$ cat src/rtl/sub16_nibble_seq_pkg.sv
// Shared definitions for the nibble-serial subtractor: FSM encoding and nibble width.
package sub16_nibble_seq_pkg;

  localparam int unsigned NIBBLE_W = 4;

  typedef enum logic [1:0] {
    ST_IDLE = 2'd0,
    ST_RUN  = 2'd1,
    ST_DONE = 2'd2
  } state_t;

endpackage

$ cat src/rtl/sub16_nibble_seq_sub4_bin.sv
// Combinational 4-bit subtractor with borrow: diff = x - y - bin, bout set on underflow.
import sub16_nibble_seq_pkg::*;

module sub4_bin (
  input  logic [NIBBLE_W-1:0] x,
  input  logic [NIBBLE_W-1:0] y,
  input  logic                bin,
  output logic [NIBBLE_W-1:0] diff,
  output logic                bout
);

  logic [NIBBLE_W:0] full;

  // One extra bit catches the sign of the result, which is exactly the borrow-out.
  assign full = {1'b0, x} - {1'b0, y} - (NIBBLE_W + 1)'(bin);
  assign diff = full[NIBBLE_W-1:0];
  assign bout = full[NIBBLE_W];

endmodule

$ cat src/rtl/sub16_nibble_seq.sv
// Nibble-serial unsigned subtractor: one 4-bit slice per cycle, LSB first, valid/ready on both sides.
import sub16_nibble_seq_pkg::*;

module sub16_nibble_seq #(
  parameter int unsigned NIBBLES = 4
) (
  input  logic                         clk,
  input  logic                         rst_n,
  input  logic                         in_valid,
  output logic                         in_ready,
  input  logic [NIBBLE_W*NIBBLES-1:0]  A,
  input  logic [NIBBLE_W*NIBBLES-1:0]  B,
  output logic                         out_valid,
  input  logic                         out_ready,
  output logic [NIBBLE_W*NIBBLES-1:0]  D,
  output logic                         Bout
);

  localparam int unsigned W     = NIBBLE_W * NIBBLES;
  localparam int unsigned IDX_W = (NIBBLES > 1) ? $clog2(NIBBLES) : 1;

  state_t               state_q, state_d;
  logic [W-1:0]         a_q, b_q;
  logic [IDX_W-1:0]     idx_q;
  logic                 borrow_q;
  logic [NIBBLE_W-1:0]  a_nib, b_nib, nib_diff;
  logic                 nib_bout;
  logic                 accept, last;

  assign accept = (state_q == ST_IDLE) && in_valid;
  assign last   = (idx_q == IDX_W'(NIBBLES - 1));
  assign Bout   = borrow_q;

  // State register.
  always_ff @(posedge clk or negedge rst_n) begin
    if (!rst_n) begin
      state_q <= ST_IDLE;
    end else begin
      // NOTE: non-blocking assignment so every flop samples pre-edge values, matching hardware.
      state_q <= state_d;
    end
  end

  // Next-state logic; DONE always returns to IDLE so a new accept needs a fresh cycle.
  always_comb begin
    // NOTE: default first so no path leaves state_d unassigned, which would infer a latch.
    state_d = state_q;
    case (state_q)
      ST_IDLE: if (in_valid)  state_d = ST_RUN;
      ST_RUN:  if (last)      state_d = ST_DONE;
      ST_DONE: if (out_ready) state_d = ST_IDLE;
      default:                state_d = ST_IDLE;
    endcase
  end

  // Handshake outputs decode straight from the state register.
  always_comb begin
    in_ready  = 1'b0;
    out_valid = 1'b0;
    case (state_q)
      ST_IDLE: in_ready  = 1'b1;
      ST_DONE: out_valid = 1'b1;
      default: ;
    endcase
  end

  // Nibble select for the shared slice.
  always_comb begin
    a_nib = '0;
    b_nib = '0;
    for (int i = 0; i < NIBBLES; i++) begin
      if (idx_q == IDX_W'(i)) begin
        a_nib = a_q[i*NIBBLE_W +: NIBBLE_W];
        b_nib = b_q[i*NIBBLE_W +: NIBBLE_W];
      end
    end
  end

  sub4_bin u_sub4 (
    .x    (a_nib),
    .y    (b_nib),
    .bin  (borrow_q),
    .diff (nib_diff),
    .bout (nib_bout)
  );

  // Datapath: operands are captured only on the accept edge, so later input changes are ignored.
  always_ff @(posedge clk or negedge rst_n) begin
    if (!rst_n) begin
      a_q      <= '0;
      b_q      <= '0;
      idx_q    <= '0;
      borrow_q <= 1'b0;
      D        <= '0;
    end else if (accept) begin
      a_q      <= A;
      b_q      <= B;
      idx_q    <= '0;
      borrow_q <= 1'b0;
    end else if (state_q == ST_RUN) begin
      for (int i = 0; i < NIBBLES; i++) begin
        if (idx_q == IDX_W'(i)) D[i*NIBBLE_W +: NIBBLE_W] <= nib_diff;
      end
      borrow_q <= nib_bout;
      idx_q    <= last ? '0 : idx_q + 1'b1;
    end
  end

endmodule

$ cat config.mk
export PLATFORM = sky130hd
export DESIGN_NAME = sub16_nibble_seq
export DESIGN_NICKNAME = d
export VERILOG_FILES = /design/src/rtl/sub16_nibble_seq_pkg.sv /design/src/rtl/sub16_nibble_seq_sub4_bin.sv /design/src/rtl/sub16_nibble_seq.sv
export SDC_FILE = /design/constraint.sdc
export NUM_CORES = 1
export LEC_CHECK = 0
export ABC_CLOCK_PERIOD_IN_PS = 7600
export CORE_MARGIN = 5
export CORE_UTILIZATION = 55
export DETAILED_ROUTE_END_ITERATION = 8
export GPL_TIMING_DRIVEN = 0
export PLACE_DENSITY_LB_ADDON = 0.05
export SETUP_SLACK_MARGIN = 0.02
export SLEW_MARGIN = 20
export SYNTH_ARGS = -nofsm -noshare
export SYNTH_HDL_FRONTEND = slang
export SYNTH_HIERARCHICAL = 1
export SYNTH_SLANG_ARGS = --single-unit
export TNS_END_PERCENT = 10
$ cat constraint.sdc
create_clock -name clk -period 7.6 [get_ports clk]
set_clock_uncertainty 0.15 [all_clocks]
set_input_delay 1.52 -clock clk [delete_from_list [all_inputs] [get_ports clk]]
set_output_delay 1.52 -clock clk [all_outputs]
set_load 0.02 [all_outputs]
==> metrics.md <==
| Metric | Value |
|---|---|
| Clk slew on worst S/H paths | `90 ps` |
| Setup_tns | `0 ps` |
| Status | `finished clean` |
| Post-Route WL | `5050 µm` |
| Fin. Hold Viols | `0` |
| Die width | `80.2 µm` |
| Fmax | `0.287 GHz` |
| Kind of critical path | `reg2reg` |
| DRC viols | `0` |
| Area contributors post-synth | `dfrtp_1 49%, mux2_4 19%, mux2_2 5.4%` |
| P&R area growth vs syn | `26.1%` |
| Num CTS Buffers | `5` |
| Worst path required time | `around 7700 ps` |
| Row cnt | `25` |
| Seq pwr share | `0.281` |
| CTS tree | `done` |
| Synth area leader | `dfrtp_1` |
| Max Cap Violations | `0` |
| Most frequent cells after synthesis | `53 x dfrtp_1, 35 x mux2_4, 13 x mux2_2, 11 x inv_1, 11 x nand2_1` |
| CP Data Arrival Time | `3570 ps` |
| Mapped Avg Cell Area | `14.0 µm²` |
| Top FF cell, synth | `dfrtp_1` |
| Hold Crit Class | `reg2reg` |
| Final setup margin | `4120 ps` |
| Clock Latency Late Sink | `300 ps` |
| Startpoint Class | `flop` |
| GPL Wtd Cong | `slightly below 0.8` |
| All-layer global routing usage | `0.170` |
| Die height | `roughly 80 µm` |
| I/O pin cnt | `55` |
| Setup bufs post-CTS | `0` |
| ANT nets after route | `0` |
| Via/cell ratio | `5.20` |
| Fill cells | `~350` |
| Setup violations, final | `0` |
| Switching power total | `742 µW` |
| Area fraction of the dominant cell type after synthesis | `0.490` |
| Final Max Slew Viols | `0` |
| Clock group share of total power | `0.083` |
| Worst-case clock buffer depth | `2` |
| Final period utilization | `0.458` |
| Worst-path maximum fanout | `7` |
| Syn nets | `241` |
| Pre-CTS setup slack | `4150 ps` |
| Async SR Flop Fraction | `1.00` |
| Worst Tran Pin Value | `649 ps` |
| Static Leak | `0.00154 µW` |
| Switching share of power | `0.399` |
| EDFF count, synth | `0` |
| Initial DRC Count | `between 60 and 70` |
| RSZ-0062 raised after global routing | `false` |
| Worst R2R Setup Slack | `just over 4000 ps` |
| Hold_buf cts | `0` |
| FF-to-FF Start | `idx_q[0]` |
| Slew headroom | `0.567` |
| Synth Register Bits | `53` |
| Core area | `4750 µm²` |
| Comb power frac | `0.636` |
| Largest net degree at the start of global routing | `54` |
| Reg area | `~1300 µm²` |
| Post-detail-place hpwl | `between 3000 and 4000 µm` |
| Pwr/cell area | `approximately 540 nW/µm²` |
| DR WL/cell | `around 16 µm` |
| Critical path endpoint | `D[3]` |
| R2R cell count | `14` |
| N_diodes | `0` |
| Max H-tree Level | `2` |
| Synth warn | `6` |
| Vias in the first global route | `1703` |
| Fraction of layout instances using a drive strength above 1 | `0.272` |
| Nets@finish | `302` |
| Post_cts resized | `0` |
| Die Area | `6430 µm²` |
| Drt pass-1 iters | `4` |
| Min cycle time layout | `3480 ps` |
| Setup crit end kind | `flop` |
| Most frequent cell after synthesis | `dfrtp_1` |
| CP startpoint | `idx_q[0]` |
| Initial antenna violation count | `0` |
| Seq/Total Area, Yosys | `0.490` |
| Mapped Cells | `193` |
| First-pass GRT wire length | `8340 µm` |
| Synth unique cells | `29` |
| Area occupied by multi-input gates | `1240 µm²` |
| Power, Total | `1860 µW` |
| Internal | `1120 µW` |
| Vias after detailed routing | `1669` |
| R2R Path End | `D[3]` |
| PortBufs | `54` |
| Post-Synthesis Cell Area | `2710 µm²` |
| Grt ovf | `0` |
| Clk sink count | `53` |
| CTS root buf | `clkbuf_8` |
| Maximum VDD drop | `0.287 mV` |
| Initial Util | `0.570` |
| Final core occ | `0.719` |
| Hold Slack | `361 ps` |
## through the flow
stage               instance area (µm²)  instances
finish                             3420        321
global route                       3420        321
CTS                                3420        321
detailed placement                 3330        314
global placement                   3330        314
floorplan                          2710        193
## placed cells by master (no fill, tap or decap), types with 2 or more instances in the layout
cell	synthesis	routed
mux2_4	35	35
dfrtp_1	53	53
fa_1	2	2
o22ai_1	7	7
buf_4	1	2
o21ai_0	3	3
nor2_1	3	3
a31oi_1	8	8
clkbuf_8	0	6
mux2_2	13	13
nand2_4	3	3
nand2_1	11	11
clkdlybuf4s50_1	0	53
buf_12	3	3
buf_6	2	2
clkbuf_1	2	3
nand3b_1	9	9
inv_1	11	11
xor2_1	4	4
nand2b_1	3	3
ha_1	10	10
## cell families after synthesis
family,Yosys count,share of synthesized area
AO/OA/AOI/OAI,23,0.0559
XOR/XNOR,4,0.0129
adder cells (fa/ha/maj),12,0.0610
buffers and inverters,20,0.0527
flip-flops,53,0.490
multiplexers,48,0.248
AND/OR/NAND/NOR,33,0.0799
## worst max-delay path, stage by stage (launching register included)
cell and delay, ps:
dfrtp_1 380, inv_1 100, ha_1 290, nand2b_1 100, clkbuf_1 350, o22ai_1 190
a31oi_1 170, inv_1 80, fa_1 550, inv_1 50, ha_1 160, o21ai_0 180
nand3b_1 110, xor2_1 330, mux2_2 220
## worst min path at each step
stage                 from     end  slack (ps)  cells past startpoint
floorplan           b_q[6]  b_q[6]         330                      1
global placement    b_q[8]  b_q[8]         340                      1
detailed placement   D[11]   D[11]         340                      1
CTS                  D[14]   D[14]         370                      1
global route        b_q[8]  b_q[8]         380                      1
finish               D[12]   D[12]         360                      1
## routing by layer
layer | share of wire | up-vias | global-route usage
met5 | 0 | - | 0
met4 | 0.017 | 0 | 0.0439
met3 | 0.049 | 8 | 0.0437
met2 | 0.48 | 48 | 0.285
met1 | 0.45 | 817 | 0.220
li1 | - | 796 | -
## sequential cells by signal, summed over array words and instances, names as in the netlist
register	count
Bout	1
D	16
a_q	16
b_q	16
idx_q	2
state_q	2
## final cells by class
class,count,area share
timing repair buffer,54,0.157
sequential,53,0.388
inverter,12,0.0132
buffer,8,0.0286
tap,67,0.0245
clock buffer,7,0.0253
multi-input combinational,120,0.363
## power groups by stage
stage | Combinational [µW] | Clock (µW) | Sequential (µW)
floorplan | 833 | 0 | 561
global placement | 1170 | 0 | 526
detailed placement | 1200 | 0 | 530
CTS | 1200 | 159 | 525
global route | 1300 | 170 | 542
finish | 1180 | 155 | 523
Note: power is estimated with default switching activity, not from simulation.
